### src/rtl/cla64_pipe_stage.sv
// cla64_pipe_stage: valid/ready operand register feeding a 64-bit carry-lookahead adder,
// with results queued in a small output FIFO. Define CLA_ADD_SUB_EN to add the in_sub port.

module cla_64bit (
    input  logic [63:0] a,
    input  logic [63:0] b,
    input  logic        cin,
    output logic [63:0] sum,
    output logic        cout
);

    function automatic logic grp_g(input logic [3:0] g, input logic [3:0] p);
        return g[3] | (p[3] & g[2]) | (p[3] & p[2] & g[1]) | (p[3] & p[2] & p[1] & g[0]);
    endfunction

    // Carries into each position of a 4-wide group, expanded from the group carry-in
    function automatic logic [3:0] grp_c(input logic [3:0] g, input logic [3:0] p, input logic c0);
        logic [3:0] c;
        c[0] = c0;
        c[1] = g[0] | (p[0] & c0);
        c[2] = g[1] | (p[1] & g[0]) | (p[1] & p[0] & c0);
        c[3] = g[2] | (p[2] & g[1]) | (p[2] & p[1] & g[0]) | (p[2] & p[1] & p[0] & c0);
        return c;
    endfunction

    logic [63:0] g, p, c;
    logic [15:0] g1, p1, c1;
    logic [3:0]  g2, p2, c2;

    assign g = a & b;
    assign p = a ^ b;

    // Three-level lookahead tree: bit -> 4-bit group -> 16-bit section
    for (genvar j = 0; j < 16; j++) begin : g_lvl1
        assign g1[j] = grp_g(g[4*j +: 4], p[4*j +: 4]);
        assign p1[j] = &p[4*j +: 4];
    end

    for (genvar k = 0; k < 4; k++) begin : g_lvl2
        assign g2[k] = grp_g(g1[4*k +: 4], p1[4*k +: 4]);
        assign p2[k] = &p1[4*k +: 4];
    end

    assign c2   = grp_c(g2, p2, cin);
    assign cout = grp_g(g2, p2) | (&p2 & cin);

    for (genvar k = 0; k < 4; k++) begin : g_c1
        assign c1[4*k +: 4] = grp_c(g1[4*k +: 4], p1[4*k +: 4], c2[k]);
    end

    for (genvar j = 0; j < 16; j++) begin : g_c0
        assign c[4*j +: 4] = grp_c(g[4*j +: 4], p[4*j +: 4], c1[j]);
    end

    assign sum = p ^ c;

endmodule

module cla64_pipe_stage #(
    parameter int OUT_DEPTH = 2
) (
    input  logic                         clk,
    input  logic                         rst_n,
    input  logic                         in_valid,
    output logic                         in_ready,
    input  logic [63:0]                  in_a,
    input  logic [63:0]                  in_b,
    input  logic                         in_cin,
`ifdef CLA_ADD_SUB_EN
    input  logic                         in_sub,
`endif
    output logic                         out_valid,
    input  logic                         out_ready,
    output logic [63:0]                  out_sum,
    output logic                         out_cout,
    output logic                         out_ovf,
    output logic [$clog2(OUT_DEPTH):0]   out_count
);

    localparam int PW = $clog2(OUT_DEPTH);
    localparam int CW = PW + 1;
    localparam logic [CW-1:0] FULL_CNT = CW'(OUT_DEPTH);

    function automatic logic ovf_of(input logic signed [63:0] a,
                                    input logic signed [63:0] b_eff,
                                    input logic signed [63:0] sum);
        return (a[63] == b_eff[63]) && (sum[63] != a[63]);
    endfunction

    logic                vld_p1;
    logic signed [63:0]  a_p1;
    logic signed [63:0]  b_p1;
    logic                cin_p1;
    logic                sub_p1;
    logic signed [63:0]  beff_p1;
    logic                cineff_p1;
    logic signed [63:0]  sum_p1;
    logic                cout_p1;
    logic                ovf_p1;

    logic [63:0]         fifo_sum  [OUT_DEPTH];
    logic                fifo_cout [OUT_DEPTH];
    logic                fifo_ovf  [OUT_DEPTH];
    logic [PW-1:0]       wptr;
    logic [PW-1:0]       rptr;
    logic [CW-1:0]       cnt;

    logic                accept;
    logic                pop;
    logic                push;
    logic                full;

    assign full      = (cnt == FULL_CNT);
    assign out_valid = (cnt != '0);
    assign pop       = out_valid & out_ready;
    assign push      = vld_p1 & (~full | pop);
    assign in_ready  = ~vld_p1 | push;
    assign accept    = in_valid & in_ready;
    assign out_count = cnt;

    // ---- p0 -> p1: operand capture ----
    always_ff @(posedge clk) begin
        if (accept) begin
            a_p1   <= in_a;
            b_p1   <= in_b;
            cin_p1 <= in_cin;
        end
    end

`ifdef CLA_ADD_SUB_EN
    always_ff @(posedge clk) begin
        if (accept) begin
            sub_p1 <= in_sub;
        end
    end
`else
    assign sub_p1 = 1'b0;
`endif

    // Subtract is a + ~b + 1; the caller's carry-in is overridden
    assign beff_p1   = sub_p1 ? ~b_p1 : b_p1;
    assign cineff_p1 = sub_p1 | cin_p1;

    cla_64bit u_cla (
        .a    (a_p1),
        .b    (beff_p1),
        .cin  (cineff_p1),
        .sum  (sum_p1),
        .cout (cout_p1)
    );

    assign ovf_p1 = ovf_of(a_p1, beff_p1, sum_p1);

    // ---- p1 -> p2: result FIFO write ----
    always_ff @(posedge clk) begin
        if (push) begin
            fifo_sum[wptr]  <= sum_p1;
            fifo_cout[wptr] <= cout_p1;
            fifo_ovf[wptr]  <= ovf_p1;
        end
    end

    always_ff @(posedge clk or negedge rst_n) begin
        if (!rst_n) begin
            vld_p1 <= 1'b0;
            wptr   <= '0;
            rptr   <= '0;
            cnt    <= '0;
        end else begin
            vld_p1 <= accept | (vld_p1 & ~push);
            if (push) wptr <= wptr + 1'b1;
            if (pop)  rptr <= rptr + 1'b1;
            case ({push, pop})
                2'b10:   cnt <= cnt + 1'b1;
                2'b01:   cnt <= cnt - 1'b1;
                default: cnt <= cnt;
            endcase
        end
    end

    // Storage is never reset, so an empty FIFO must mask whatever the head slot holds
    assign out_sum  = out_valid ? fifo_sum[rptr]  : 64'd0;
    assign out_cout = out_valid ? fifo_cout[rptr] : 1'b0;
    assign out_ovf  = out_valid ? fifo_ovf[rptr]  : 1'b0;

`ifndef SYNTHESIS
    a_cnt_bound: assert property (@(posedge clk) disable iff (!rst_n) cnt <= FULL_CNT);
    a_s1_hold:   assert property (@(posedge clk) disable iff (!rst_n) (vld_p1 && !push) |=> vld_p1);
`endif

endmodule

### config.mk
export PLATFORM = sky130hd
export DESIGN_NAME = cla64_pipe_stage
export DESIGN_NICKNAME = d
export VERILOG_FILES = /design/src/rtl/cla64_pipe_stage.sv
export SDC_FILE = /design/constraint.sdc
export NUM_CORES = 1
export LEC_CHECK = 0
export CORE_MARGIN = 2
export CORE_UTILIZATION = 41
export DETAILED_ROUTE_END_ITERATION = 7
export PLACE_DENSITY = 0.7
export RECOVER_POWER = 50
export SLEW_MARGIN = 10
export SYNTH_ARGS = -nofsm -noshare
export SYNTH_HDL_FRONTEND = slang
export SYNTH_SLANG_ARGS = --single-unit
### constraint.sdc
create_clock -name clk -period 8.9 [get_ports clk]
set_input_delay 0.89 -clock clk [delete_from_list [all_inputs] [get_ports clk]]
set_output_delay 0.89 -clock clk [all_outputs]
set_load 0.05 [all_outputs]
After elaboration in Yosys (flattened, before gate mapping). Memories as Yosys holds them, arrays and structs flattened. Index checks and enable logic that the tools add are counted.

Word-level logic and storage cells: 547. Memory bits (writable): 132. Bits in registers: 134. Input bits: 133. Bits in latches: 0. Output and inout port bits: 70. Bits in read-only memories: 0. Memories: 3.

Bitwise operators: 498. Div/mod/pow operators: 0. Reductions and logical operators: 24. Order comparisons: 0. Add/subtract/negate cells: 4. Eq/ne operators: 5. Shift-type cells: 0. Muxes and demuxes: 6. Multiply operators: 0.

Memory list: fifo_sum (depth 2, bits a word 64, rd ports 1, clocked after Yosys merged registers in 0, write ports 1, RTL line 101) `logic [63:0] fifo_sum [OUT_DEPTH];`; fifo_cout (depth 2, bits a word 1, rd ports 1, clocked after Yosys merged registers in 0, write ports 1, RTL line 102) `logic fifo_cout [OUT_DEPTH];`; fifo_ovf (depth 2, bits a word 1, rd ports 1, clocked after Yosys merged registers in 0, write ports 1, RTL line 103) `logic fifo_ovf [OUT_DEPTH];`.

Operators by type and width (number): $and A1 B1 Y1 (299); $or A1 B1 Y1 (193); $xor A64 B64 Y64 (2); $and A64 B64 Y64 (1); $mux W64 (1); $reduce_and A16 Y1 (4); $reduce_and A4 Y1 (16); $reduce_and A64 Y1 (1); $eq A2 B2 Y1 const B (2); $mux W1 (4); $pmux W2 S2 (1); $reduce_bool A2 Y1 (2); $not A1 Y1 (3); $add A1 B1 Y1 const B (2); $add A2 B1 Y2 const B (1); $eq A2 B1 Y1 const B (1); $sub A2 B1 Y2 const B (1); $eq A1 B1 Y1 (1); $logic_and A1 B1 Y1 (1); $ne A1 B1 Y1 (1).

Logic depth before layout (Yosys ltp).
Word-level depth: 20. Depth in mapped cells: 10. Gate-level depth less buffers: 10.

By module. Synthesis repeated with hierarchy kept, for this count alone.

Cell total of the unflattened synthesis: 802. Area, all modules: 12135.4 um2.

By module, submodules not included: cla64_pipe_stage (instances 1, sequential area each 7962.6 um2, cells an instance 441, area an instance 9142.5 um2); cla_64bit (instances 1, sequential area each 0.0 um2, cells an instance 361, area an instance 2992.9 um2).

Worst setup path after synthesis. Ideal clock, no wire load.

Path type: input -> register. Start point: input port out_ready. End point: register a_p1[0] (enable). Library setup time: 0.503 ns. Buffers on the path: 0. Data required time: 8.397 ns. Path slack: 3.979 ns. Arrival time: 4.418 ns. Stages on the path: 3. Path through: nor2_1 -> nand3_1 -> and2_1.

Cells in the longest elaborated chain, start to end: 5.

Ends and longest elaborated chain: from (decl) (RTL line 73) `input logic out_ready,`; $and A1 B1 Y1 (RTL line 115) `assign pop = out_valid & out_ready;`; $or A1 B1 Y1 (RTL line 116) `assign push = vld_p1 & (~full | pop);`; $and A1 B1 Y1 (RTL line 116); $or A1 B1 Y1 (RTL line 117) `assign in_ready = ~vld_p1 | push;`; via in_ready (RTL line 65) `output logic in_ready,`; $and A1 B1 Y1 (RTL line 118) `assign accept = in_valid & in_ready;`; via accept (RTL line 108) `logic accept;`; to (signal assigned) (RTL line 124) `a_p1 <= in_a;`; to (decl) (RTL line 91) `logic signed [63:0] a_p1;`.

The timed path passes the listed nets, and every way through them passes these cells. A chain may end at the register's enable or synchronous reset.

Worst setup path in the final report.
Start point: input port out_ready. End point: register a_p1[32] (enable).

Cells in the longest elaborated chain, start to end: 5.

Ends and longest elaborated chain (RTL line): $and A1 B1 Y1 (115); $or A1 B1 Y1 (116); $and A1 B1 Y1 (116); $or A1 B1 Y1 (117); $and A1 B1 Y1 (118); via accept (108).

The timed path passes the listed nets, and every way through them passes these cells.

==> results by group <==
Synthesis
  • Yosys reg bits: 266
  • Synth Cell Area: 12,100 um2
  • Cells after Synth: 800
  • Post-synth EDFFs: 261
  • Area leader, netlist: edfxtp_1
  • Number of distinct library cells after synthesis: 62
  • Post-Syn Nets: 1,014
  • Synthesized area per cell: 15.1 um2
  • Top cells by area in the synthesized netlist: edfxtp_1 65%, ha_1 6.7%, mux2i_1 5.6%, nor2_1 2.7%, fa_1 2.7%
  • Most common cell in the synthesized netlist: edfxtp_1
  • Yosys warnings: 0
  • Top cell type's share of synthesized area: 65.0%
  • Ys flop type: edfxtp_1
  • Post-synth top cells: 261 x edfxtp_1, 86 x nor2_1, 68 x mux2i_1
  • Asr flop ratio synth: 1.88%
  • Seq/Total Area, Yosys: 66.0%

Clock network
  • Clock transition at path regs: 0.06 ns
  • CTS Hold Bufs: 0
  • CTS tree: yes
  • Clock sinks: 266
  • H-tree depth reported by CTS: 1
  • Root Buffer: clkbuf_16
  • Clk buf depth: 3
  • Clk_lat worst skew: 0.53 ns
  • Post_cts resized: 0
  • Num CTS Buffers: 29
  • Post CTS Setup Buffer Count: 0

STA
  • Fin. Hold Viols: 0
  • Setup violations, final: 0
  • Setup total negative slack: 0 ns
  • Worst-Margin Slew: 4.04 ns
  • Final Cycle Share: 61.9%
  • Fin Clk Skew: 0.0126 ns
  • Final setup margin: 3.39 ns
  • Slew Limit Fails: 225
  • Fmax achieved: 181 MHz
  • Slew HR: -169%
  • Min Tclk post-route: 5.51 ns
  • RSZ-0062 raised after global routing: false

Critical path
  • Worst EP required: 9.04 ns
  • Critical path peak fanout: 71
  • Crit Path Category: in2reg
  • CP peak stage delay: 2.86 ns
  • CP Capture Type: flip-flop
  • Worst path bufs/invs: 2
  • Critical path's slowest cell: and2_0
  • Worst Path Arrival: 5.66 ns
  • Delay-heaviest family, CP: simple AND/OR/NAND/NOR gates
  • Crit-path cells: dlygate4sd3_1 > nor2_1 > nand3_1 > and2_0 > buf_4
  • Startpoint types: input pin

Place
  • Placed instance count: 1,375
  • Setup WS pre-CTS: 5.23 ns
  • GP Congestion: 0.792
  • PortBufs: 202
  • DPL Wire Length: 17,900 um
  • Placed Instance Area: 14,600 um2

GRT
  • Initial antenna violation count: 9
  • Vias in the first global route: 7,181
  • GRT Overall Usage: 16.1%
  • Largest net degree at the start of global routing: 72
  • First-pass GRT wire length: 38,500 um
  • Gr ovfl total: 0

Power
  • P per Cell Area: 330 nW/um2
  • Peak VDD IR: 190 uV
  • P_leak: 5.84 nW

Layout
  • Final #Nets: 1,236
  • Post-layout util: 53.5%
  • Cell area after layout: 15,400 um2
  • Layout cells sized above 1: 6.72%
  • Layout area overhead: 28.1%
  • Final non-filler cell total: 1,434

Outcome
  • Failing checks: capacitance limit, slew limit
  • Outcome: finished, violations left

Floorplan
  • I/O pin count: 203
  • Core ar.: 28,900 um2
  • Chip Width: 175 um
  • Die Y: 175 um
  • Num rows: 62
  • Starting density of the core: 41.8%
  • Die Footprint: 30,800 um2

Drt
  • Vias per inst: 5.03
  • Initial DRT Pass Iterations: 5
  • Routed via count: 7,211
  • Total detailed-routing wirelength: 25,200 um
  • Post-route ant nets: 0
  • 1st-iter DRT viols: 413
  • # DRC: 0
  • Wire per inst: 17.5 um

Run
  • Maxcap violations: 4

Worst hold path
  • HP Class: reg2reg
worst register-to-register path: cells and delay by family, from the launching register on:
family,cells,cell delay (ns)
AND/OR/NAND/NOR,3,3.07
buffers and inverters,1,1.12
flip-flops,1,0.43
registers in the layout, indices dropped and copies added, names as in the netlist, 2 cells and up:
register   flops
b_p1          64
fifo_cout      2
out_count      2
fifo_ovf       2
fifo_sum     128
a_p1          64
worst paths after layout:
path,from,cells past startpoint,endpoint,slack (ns)
worst max-delay path,out_ready,5,a_p1[32],3.39
worst max register to register,out_count[0],4,a_p1[32],3.83
max in group asynchronous,rst_n,1,rptr,8.01
min in group asynchronous,rst_n,1,wptr,0.66
worst min-delay path,out_count[1],1,out_count[1],0.54
worst min register to register,out_count[1],1,out_count[1],0.54
kinds of logic after synthesis:
group	count (synthesis)	share of synthesized area (%)
AND/OR/NAND/NOR	175	6.93
adder cells (fa/ha/maj)	81	9.40
buffers and inverters	41	1.28
multiplexers	69	5.77
flip-flops	266	66.0
XOR/XNOR	44	3.20
AO/OA/AOI/OAI	124	7.38
metrics by stage:
step	hold WS (ns)	total power [mW]
finish	0.544	5.10
global route	0.569	5.35
CTS	0.571	5.16
detailed placement	0.560	4.04
global placement	0.534	4.01
floorplan	0.461	3.32
layout by cell type, fill, tap and decap left out, types with 26 or more instances in the layout:
cell type	synthesis	routed
mux2i_1	68	68
inv_1	26	26
ha_1	65	65
clkdlybuf4s50_1	0	71
a21oi_1	42	42
nor2_1	86	85
edfxtp_1	261	261
clkbuf_16	0	29
dlygate4sd3_1	0	131
power by group:
| group | switching [mW] | internal (mW) | leakage [nW] |
|---|---|---|---|
| clock | 0.459 | 0.651 | 0.430 |
| sequential | 0.0915 | 1.77 | 2.55 |
| combinational | 1.42 | 0.708 | 2.86 |
| total | 1.97 | 3.13 | 5.84 |
routing by layer:
layer  part of all wire, %  vias to the layer above  wire [um]  track usage [%]
li1                      -                     3504          -                -
met1                    42                     3466      10600             20.5
met2                    50                      194      12600             27.8
met3                   4.7                       47       1180             2.68
met4                   3.0                        0        752             6.27
met5                     0                        -          0                0
cell type report:
cell class	instances	area, um2
sequential	266	7970
antenna	8	20.0
fill	2403	13400
clock buffer	34	744
inverter	26	97.6
timing repair buffer	206	2050
multi-input combinational	493	3950
tap	384	480
clock inverter	17	136
Power figures use the tool's default switching activity.
